**src/rtl/rd_xfr_sequencer.sv**
```systemverilog
// -----------------------------------------------------------------------------
// rd_xfr_sequencer
//
// Readout controller for the radio-detector (RD) serial link. A trigger
// request from the UUB trigger logic becomes a TRIGGER pulse to the RD. The
// block then waits, with a timeout, for the RD to raise ENABLE_XFR. While
// ENABLE_XFR is high it deframes two 13-bit serial streams: 12 data bits
// MSB-first, then one odd-parity bit. It counts complete words and per-channel
// parity errors, reports DONE or an error, and enforces a holdoff before the
// next trigger is accepted.
//
// Parameters
//   MEM_SIZE     words per channel in a complete transfer
//   TRIG_WIDTH   TRIGGER high time in CLK cycles (>= 1)
//   ACK_TIMEOUT  maximum cycles from TRIGGER rise to ENABLE_XFR = 1
//   HOLDOFF      dead cycles after a transfer end or error (>= 1)
//
// Ports
//   CLK, RESET      clock; synchronous active-high reset
//   ENABLE          software enable; 0 forces IDLE and keeps the status
//   TRIG_REQ        one-cycle trigger request
//   ENABLE_XFR      RD transfer frame, synchronous and aligned with SERIAL_IN*
//   SERIAL_IN0/1    RD serial data, channels 0 and 1
//   TRIGGER         trigger to the RD
//   BUSY            1 in every state except IDLE
//   DONE            pulse: exactly MEM_SIZE words received
//   TIMEOUT_ERR     pulse: no ENABLE_XFR within ACK_TIMEOUT cycles
//   LEN_ERR         pulse: frame ended early, or ran past MEM_SIZE words
//   TRIG_DROP       pulse: a TRIG_REQ was ignored
//   WORD_COUNT      complete words in the current or last transfer
//   PAR_ERR0/1      saturating parity error counts per channel
//
// Optional outputs, present only when RD_SEQ_DATA_OUT_EN is defined:
//   RD_DATA0/1      deserialized 12-bit words
//   RD_PAR_OK       parity result per channel ([0] = ch0, [1] = ch1)
//   RD_ADDR         0-based index of the word
//   RD_VALID        strobe in the cycle after each counted parity bit
// -----------------------------------------------------------------------------
module rd_xfr_sequencer #(
  parameter int MEM_SIZE    = 2048,
  parameter int TRIG_WIDTH  = 4,
  parameter int ACK_TIMEOUT = 1024,
  parameter int HOLDOFF     = 16
) (
  input  logic                        CLK,
  input  logic                        RESET,
  input  logic                        ENABLE,
  input  logic                        TRIG_REQ,
  input  logic                        ENABLE_XFR,
  input  logic                        SERIAL_IN0,
  input  logic                        SERIAL_IN1,
  output logic                        TRIGGER,
  output logic                        BUSY,
  output logic                        DONE,
  output logic                        TIMEOUT_ERR,
  output logic                        LEN_ERR,
  output logic                        TRIG_DROP,
  output logic [$clog2(MEM_SIZE):0]   WORD_COUNT,
  output logic [15:0]                 PAR_ERR0,
`ifdef RD_SEQ_DATA_OUT_EN
  output logic [15:0]                 PAR_ERR1,
  output logic [11:0]                 RD_DATA0,
  output logic [11:0]                 RD_DATA1,
  output logic [1:0]                  RD_PAR_OK,
  output logic [$clog2(MEM_SIZE)-1:0] RD_ADDR,
  output logic                        RD_VALID
`else
  output logic [15:0]                 PAR_ERR1
`endif
);

  localparam int WC_W   = $clog2(MEM_SIZE) + 1;
  localparam int TO_W   = $clog2(ACK_TIMEOUT + 1);
  localparam int PH_MAX = (TRIG_WIDTH > HOLDOFF) ? TRIG_WIDTH : HOLDOFF;
  localparam int PH_W   = $clog2(PH_MAX + 1);

  localparam logic [WC_W-1:0] WC_FULL  = WC_W'(MEM_SIZE);
  localparam logic [TO_W-1:0] TO_LAST  = TO_W'(ACK_TIMEOUT - 1);
  localparam logic [PH_W-1:0] TW_LAST  = PH_W'(TRIG_WIDTH - 1);
  localparam logic [PH_W-1:0] HO_LAST  = PH_W'(HOLDOFF - 1);
  localparam logic [3:0]      PAR_BIT  = 4'd12;

  typedef enum logic [2:0] {
    S_IDLE,
    S_TRIG,
    S_WAIT_XFR,
    S_XFR,
    S_HOLD
  } state_t;

  state_t state_q, state_d;

  logic [PH_W-1:0] phase_cnt;   // cycles spent in the current state
  logic [TO_W-1:0] tmo_cnt;     // cycles since TRIG entry
  logic [3:0]      bit_cnt;     // position inside the 13-bit frame
  logic            overrun;     // frame ran past MEM_SIZE words
  logic            par0, par1;  // running XOR of the data bits

`ifdef RD_SEQ_DATA_OUT_EN
  logic [11:0]     sh0, sh1;
`endif

  logic start;
  logic sample;
  logic word_end;
  logic ovr_start;
  logic done_d;
  logic len_d;
  logic tmo_d;
  logic drop_d;

  function automatic logic [15:0] sat_inc16(input logic [15:0] v);
    return (v == 16'hFFFF) ? v : v + 16'd1;
  endfunction

  // Next state and the one-cycle events that the register stage latches.
  always_comb begin
    state_d   = state_q;
    start     = 1'b0;
    sample    = 1'b0;
    ovr_start = 1'b0;
    done_d    = 1'b0;
    len_d     = 1'b0;
    tmo_d     = 1'b0;
    drop_d    = TRIG_REQ && ((state_q != S_IDLE) || !ENABLE);

    case (state_q)
      S_IDLE: begin
        if (TRIG_REQ) begin
          state_d = S_TRIG;
          start   = 1'b1;
        end
      end
      S_TRIG: begin
        // The first framed bit may arrive while TRIGGER is still high.
        if (ENABLE_XFR) begin
          state_d = S_XFR;
          sample  = 1'b1;
        end else if (phase_cnt == TW_LAST) begin
          state_d = S_WAIT_XFR;
        end
      end
      S_WAIT_XFR: begin
        if (ENABLE_XFR) begin
          state_d = S_XFR;
          sample  = 1'b1;
        end else if (tmo_cnt == TO_LAST) begin
          state_d = S_HOLD;
          tmo_d   = 1'b1;
        end
      end
      S_XFR: begin
        if (!ENABLE_XFR) begin
          state_d = S_HOLD;
          // An overrun has already been reported; end quietly.
          if (!overrun) begin
            if ((WORD_COUNT == WC_FULL) && (bit_cnt == 4'd0)) done_d = 1'b1;
            else                                                len_d  = 1'b1;
          end
        end else if (!overrun) begin
          if (WORD_COUNT == WC_FULL) begin
            ovr_start = 1'b1;
            len_d     = 1'b1;
          end else begin
            sample = 1'b1;
          end
        end
      end
      S_HOLD: begin
        if (phase_cnt == HO_LAST) state_d = S_IDLE;
      end
      default: state_d = S_IDLE;
    endcase

    // Software disable wins over everything and suppresses all events.
    if (!ENABLE) begin
      state_d   = S_IDLE;
      start     = 1'b0;
      sample    = 1'b0;
      ovr_start = 1'b0;
      done_d    = 1'b0;
      len_d     = 1'b0;
      tmo_d     = 1'b0;
    end
  end

  assign word_end = sample && (bit_cnt == PAR_BIT);

  // Control, status and output register stage.
  always_ff @(posedge CLK) begin
    if (RESET) begin
      state_q     <= S_IDLE;
      phase_cnt   <= '0;
      tmo_cnt     <= '0;
      bit_cnt     <= '0;
      overrun     <= 1'b0;
      TRIGGER     <= 1'b0;
      BUSY        <= 1'b0;
      DONE        <= 1'b0;
      TIMEOUT_ERR <= 1'b0;
      LEN_ERR     <= 1'b0;
      TRIG_DROP   <= 1'b0;
      WORD_COUNT  <= '0;
      PAR_ERR0    <= '0;
      PAR_ERR1    <= '0;
`ifdef RD_SEQ_DATA_OUT_EN
      RD_DATA0    <= '0;
      RD_DATA1    <= '0;
      RD_PAR_OK   <= '0;
      RD_ADDR     <= '0;
      RD_VALID    <= 1'b0;
`endif
    end else begin
      state_q     <= state_d;
      phase_cnt   <= (state_d != state_q) ? '0 : phase_cnt + PH_W'(1);
      TRIGGER     <= (state_d == S_TRIG);
      BUSY        <= (state_d != S_IDLE);
      DONE        <= done_d;
      TIMEOUT_ERR <= tmo_d;
      LEN_ERR     <= len_d;
      TRIG_DROP   <= drop_d;

      if (start) begin
        tmo_cnt <= '0;
      end else if ((state_q == S_TRIG) || (state_q == S_WAIT_XFR)) begin
        tmo_cnt <= tmo_cnt + TO_W'(1);
      end

      if (start) begin
        WORD_COUNT <= '0;
        PAR_ERR0   <= '0;
        PAR_ERR1   <= '0;
        bit_cnt    <= '0;
        overrun    <= 1'b0;
      end else begin
        if (ovr_start) overrun <= 1'b1;
        if (word_end) begin
          bit_cnt    <= '0;
          WORD_COUNT <= WORD_COUNT + WC_W'(1);
          // A good word has an odd number of ones across all 13 bits.
          if (!(par0 ^ SERIAL_IN0)) PAR_ERR0 <= sat_inc16(PAR_ERR0);
          if (!(par1 ^ SERIAL_IN1)) PAR_ERR1 <= sat_inc16(PAR_ERR1);
        end else if (sample) begin
          bit_cnt <= bit_cnt + 4'd1;
        end
      end

`ifdef RD_SEQ_DATA_OUT_EN
      RD_VALID <= word_end;
      if (word_end) begin
        RD_DATA0  <= sh0;
        RD_DATA1  <= sh1;
        RD_PAR_OK <= {par1 ^ SERIAL_IN1, par0 ^ SERIAL_IN0};
        RD_ADDR   <= WORD_COUNT[WC_W-2:0];
      end
`endif
    end
  end

  // Deserializer stage: data bits only, no reset needed.
  always_ff @(posedge CLK) begin
    if (sample && (bit_cnt != PAR_BIT)) begin
      par0 <= (bit_cnt == 4'd0) ? SERIAL_IN0 : (par0 ^ SERIAL_IN0);
      par1 <= (bit_cnt == 4'd0) ? SERIAL_IN1 : (par1 ^ SERIAL_IN1);
`ifdef RD_SEQ_DATA_OUT_EN
      sh0  <= {sh0[10:0], SERIAL_IN0};
      sh1  <= {sh1[10:0], SERIAL_IN1};
`endif
    end
  end

endmodule
```
**config.mk**
```make
export PLATFORM = sky130hd
export DESIGN_NAME = rd_xfr_sequencer
export DESIGN_NICKNAME = d
export VERILOG_FILES = /design/src/rtl/rd_xfr_sequencer.sv
export SDC_FILE = /design/constraint.sdc
export NUM_CORES = 1
export LEC_CHECK = 0
export BUFFER_PORTS_ARGS = -buffer_cell sky130_fd_sc_hd__buf_2
export CAP_MARGIN = 20
export CORE_MARGIN = 1
export CORE_UTILIZATION = 55
export CTS_CLUSTER_DIAMETER = 150
export CTS_CLUSTER_SIZE = 10
export DETAILED_ROUTE_END_ITERATION = 10
export GPL_TIMING_DRIVEN = 0
export PLACE_DENSITY = 0.77
export SETUP_SLACK_MARGIN = 0.2
export SLEW_MARGIN = 20
export SYNTH_ARGS = -nofsm -noshare
export SYNTH_HDL_FRONTEND = slang
export SYNTH_SLANG_ARGS = --single-unit
```
**constraint.sdc**
```tcl
create_clock -name CLK -period 2.5 [get_ports CLK]
set_input_delay 0 -clock CLK [delete_from_list [all_inputs] [get_ports CLK]]
set_output_delay 0 -clock CLK [all_outputs]
set_load 0.005 [all_outputs]
```
Word level (Yosys, flattened, before mapping)
Cells that the tools add are included.

Muxes and demuxes: 30. Add/sub/neg operators: 6. Bitwise gates (word level): 9. Reductions and logical operators: 20. Eq/ne operators: 14.

Operator list (count): $add 16x1->16 const B (2); $eq 16x16->1 const B (2); $mux 3 (8); $mux 1 (20); $pmux 3 s5 (1); $add 12x1->12 const B (1); $eq 12x12->1 const B (1); $add 11x1->11 const B (1); $eq 11x10->1 const B (1); $not 1->1 (7); $eq 3x1->1 const B (2); $eq 3x2->1 const B (2); $reduce_and 3->1 (2); $reduce_bool 3->1 (2); $reduce_or 2->1 (3); $reduce_or 3->1 (2); $add 5x1->5 const B (1); $eq 5x2->1 const B (1); $eq 5x4->1 const B (1); $reduce_or 5->1 (1); $add 4x1->4 const B (1); $eq 4x4->1 const B (1); $logic_and 1x1->1 (4); $logic_not 4->1 (1); other kinds (9) (11).

Logic and storage cells: 95. Bits in registers: 76. Output and inout port bits: 50. Input port bits: 7.

Logic depth before layout (Yosys ltp)
Depth in word-level cells: 8. Depth in mapped cells: 9. Gate-level depth less buffers: 8.

Worst setup path before layout
No wires, ideal clock.

Kind: reg2reg. Start: reg WORD_COUNT[0]. End: reg PAR_ERR0[9]. Path buffers: 2. Path slack: 463 ps. Cell stages (with the launch flop): 10. Arrival time: 1923 ps. Setup time: 115 ps. Cell sequence: dfxtp_1 > inv_1 > ha_1 > or4b_1 > o31a_1 > o21ai_4 > buf_6 > buf_6 > nor4_1 > o21a_1.

Cells in the longest elaborated chain, start to end: 8.

Ends and longest elaborated chain: start, declared (RTL line 58) `output logic [$clog2(MEM_SIZE):0] WORD_COUNT,`; start signal, assigned (RTL line 239) `WORD_COUNT <= WORD_COUNT + WC_W'(1);`; $eq 12x12->1 (RTL line 161) `if (WORD_COUNT == WC_FULL) begin`; $mux 1 (RTL line 161); $mux 1 (RTL line 160) `end else if (!overrun) begin`; $mux 1 (RTL line 153) `if (!ENABLE_XFR) begin`; $pmux 1 s2 (RTL line 127) `case (state_q)`; $mux 1 (RTL line 176) `if (!ENABLE) begin`; $logic_and 1x1->1 (RTL line 187) `assign word_end = sample && (bit_cnt == PAR_BIT);`; $reduce_and 3->1 (no source line); end signal, assigned (RTL line 241) `if (!(par0 ^ SERIAL_IN0)) PAR_ERR0 <= sat_inc16(PAR_ERR0);`; end, declared (RTL line 59) `output logic [15:0] PAR_ERR0,`.

No other way between the ends. A chain may end at the register's enable or synchronous reset.

Worst setup path after layout
Start: reg WORD_COUNT[0]. End: reg WORD_COUNT[11].

Cells in the longest elaborated chain, start to end: 7. Elaborated cells on any way between the ends: 8.

Ends and longest elaborated chain (RTL line): $eq 12x12->1 (161); $mux 1 (161); $mux 1 (160); $mux 1 (153); $pmux 1 s2 (127); $mux 1 (176); $logic_and 1x1->1 (187).

Several ways; a longest one is shown, not always the timed one.

==> metrics.md <==
| Metric | Value |
|---|---|
| Run status | complete, no violations |
| Antenna diodes | 0 |
| PD cells | 551 nW/um^2 |
| Data arrival time at the worst-slack endpoint | around 2.4 ns |
| Number of max-slew violations in the final report | 0 |
| Length of the first detailed-routing pass in iterations | 5 |
| RSZ-0062 raised after global routing | yes |
| Endpoints failing hold | 0 |
| Post-Synthesis Net Count | around 470 |
| Area of combinational cells with multiple inputs | about 2200 um^2 |
| Most frequent standard cell in the layout excluding fill and tap cells | dfxtp_1 |
| Worst setup path category | reg -> reg |
| Final HPWL from detailed placement | 6600 um |
| Max-cap viol count | 0 |
| Starting Density | around 57% |
| Main synth FF type | dfxtp_1 |
| IO Pins | between 50 and 60 |
| Part of the Yosys area used for sequential elements | around 40% |
| Number of antenna-violating nets in the routed design | 0 |
| Proportion of total power due to net switching | roughly a fifth |
| Buffer cell driving the clock tree root | clkbuf_8 |
| Post-CTS clock slew at the launch and capture registers of the worst setup and hold paths | about 0.080 ns |
| CTS H-tree depth | 3 |
| Syn avg cell area | 8.50 um^2 |
| Share of post-route cells with drive strength above 1 | around a fifth |
| Sequential fraction of design power | around 48% |
| Most used cells in the layout excluding fill and tap cells | dfxtp_1, buf_2, nand2_1, a21oi_1, nor2_1 |
| Worst vdd rail ir drop | 0.290 mV |
| Relative contribution of combinational cells to total power | ~5.4% |
| Max Fclk | 0.451 GHz |
| Final setup violation count | 0 |
| Count of fill cells added during filler insertion | approximately 580 |
| Post-synthesis instance area | slightly below 4000 um^2 |
| Routed wire length | approximately 9900 um |
| Number of cell rows | 30 |
| Final critical-path required period | 2.22 ns |
| Final Net Count | 551 |
| GRT Overall Usage | between 20 and 30% |
| Detailed-route via count | about 3800 |
| Chip width | approximately 86 um |
| Worst slew slack as a fraction of its limit | 61.1% |
| Power spent charging and discharging nets | ~550 uW |
| Leak pwr | roughly 0.0018 uW |
| Final WS setup | 0.284 ns |
| # DRC | 0 |
| Area overhead of the layout relative to synthesis | 21.0% |
| Initial antenna violation count | 0 |
| Total die area | between 7000 and 8000 um^2 |
| CP max FO | 5 |
| Detailed Route Iter0 Violations | between 200 and 300 |
| Min-Delay Path Class | in -> reg |
| Sequential cell area | between 1500 and 2000 um^2 |
| Clk Latency, worst-skew pair | around 0.35 ns |
| Max clock buf depth | 2 |
| Vias in the first global route | between 3000 and 4000 |
| Share of total power in the clock network | 47.1% |
| Required arrival time at the worst endpoint | between 2 and 3 ns |
| Clock skew | 0.00858 ns |
| Flop and latch count out of synthesis | between 70 and 80 |
| Share of synthesized registers carrying an async set or reset | 0% |
| Pre-CTS worst setup slack | about 0.15 ns |
| EDFF count, synth | 2 |
| First-pass GRT wire length | 16400 um |
| Gate count after technology mapping | 458 |
| Yosys warns | 0 |
| TritonCTS clock tree | yes |
| Unique cell type count in the Yosys netlist | 57 |
| Die Ht | 86.1 um |
| Pin count of the biggest net entering global routing | 13 |
| CORE AREA | between 6000 and 7000 um^2 |
| Routed wirelength normalized by instance count | around 16 um |
| Total congestion overflow | 0 |
| Num CTS Buffers | 9 |
| Crit share post-route | around nine tenths |
| Category of the worst setup path launch point | register |
| I/O Buffers | 56 |
| Number of clock sinks | 76 |
| Global placer's final weighted congestion | about 0.89 |
| Post-detailed-route via-to-cell ratio | 6.04 |
| Power Internal | roughly 2000 uW |
| Critical path endpoint category | register |
| Setup total negative slack | 0 ns |
| Worst-Margin Slew | between 0.5 and 0.6 ns |
## routing by layer
layer / vias to the layer above / global-route usage [%] / wire length (um)
met1: 1820 / 37.7 / 4570
met3: 23 / 3.85 / 561
met2: 141 / 44.0 / 4600
met4: 0 / 10.9 / 209
met5: - / 0 / 0
li1: 1849 / - / -
## worst paths after layout
check | start | end | slack [ns] | cells past startpoint
max | WORD_COUNT[0] | WORD_COUNT[11] | 0.28 | 8
min | SERIAL_IN1 | par1 | 0.01 | 2
max reg2reg | WORD_COUNT[0] | WORD_COUNT[11] | 0.28 | 8
min reg2reg | phase_cnt[0] | phase_cnt[0] | 0.45 | 1
## cells in the mapped netlist, types with 4 or more instances
library cell	number	area share [%]
nor2_1	37	3.6
clkbuf_1	11	1.1
and4_1	6	1.4
a31oi_1	5	0.80
inv_1	16	1.5
nand4_1	15	2.4
buf_6	5	1.4
dfxtp_1	74	38
nor4b_1	7	1.6
ha_1	9	2.9
or4_1	18	3.5
nor3_1	4	0.51
a21oi_1	42	5.4
or3_1	12	1.9
nor4_1	5	0.80
o21ai_0	7	0.90
mux2i_1	6	1.5
o31ai_1	19	3.7
buf_2	6	0.77
xnor2_1	10	2.3
nand2b_1	8	1.3
xor2_1	8	1.8
nand2_1	40	3.9
o21ai_1	8	1.0
and3_1	10	1.6
and2_1	6	0.96
nand3_1	23	3.0
## final cells by class
type | instances | share of cell area, %
Inverter | 16 | 1.28
Multi-Input combinational cell | 341 | 46.2
Sequential cell | 76 | 32.8
Buffer | 25 | 3.35
Clock buffer | 12 | 3.75
Clock inverter | 3 | 1.91
Timing Repair Buffer | 66 | 8.24
Tap cell | 96 | 2.55
## flip-flops by register name, indices dropped and copies added, names as in the netlist
signal and count:
tmo_cnt 11, TRIGGER 1, DONE 1, BUSY 1, LEN_ERR 1, WORD_COUNT 12
TRIG_DROP 1, overrun 1, PAR_ERR1 16, PAR_ERR0 16, par1 1, bit_cnt 4
par0 1, state_q 3, TIMEOUT_ERR 1, phase_cnt 5
## metrics by stage
| stage | cells | utilization (%) | cell area, um^2 | hold WS (ns) | total power (uW) |
|---|---|---|---|---|---|
| final | 635 | 68.9 | 4710 | 0.0102 | 2590 |
| after floorplan | 458 | - | 3890 | 0.0761 | 1350 |
| after global routing | 635 | 68.9 | 4710 | 0.0349 | 2670 |
| after detailed placement | 610 | 62.8 | 4290 | 0.267 | 1390 |
| after global placement | 610 | 62.8 | 4290 | 0.267 | 1390 |
| after CTS | 628 | 67.2 | 4590 | 0.00458 | 2590 |
## cells by family after synthesis
logic type / Yosys count / synth area share (%)
AND/OR/NAND/NOR: 203 / 28.9
AO/OA/AOI/OAI: 104 / 17.3
flip-flops: 76 / 39.6
buffers and inverters: 41 / 5.40
XOR/XNOR: 18 / 4.05
adder cells (fa/ha/maj): 9 / 2.89
multiplexers: 7 / 1.83
## critical path, stage by stage (launching register included)
cell	delay, ns
dfxtp_2	0.35
inv_1	0.06
ha_1	0.12
or4b_4	0.49
o31a_1	0.35
buf_4	0.15
o2111ai_1	0.30
or3_1	0.19
a21oi_1	0.07
## power groups by stage
stage          Sequential (uW)  Clock, uW  Combinational (uW)
4_1_cts                   1230       1230                 135
3_5_place_dp              1260          0                 130
6_report                  1230       1220                 140
5_1_grt                   1230       1280                 156
2_1_floorplan             1260          0                88.0
3_3_place_gp              1260          0                 127
## repair_timing
item,4_1_cts,5_1_grt
gates cloned,0,0
pin swaps,0,2
gates resized for setup,1,13
hold endpoints to repair,2,0
buffers inserted,0,7
hold buffers,3,0
setup endpoints to repair,9,49
No activity file was read; power rests on OpenSTA's default activity.
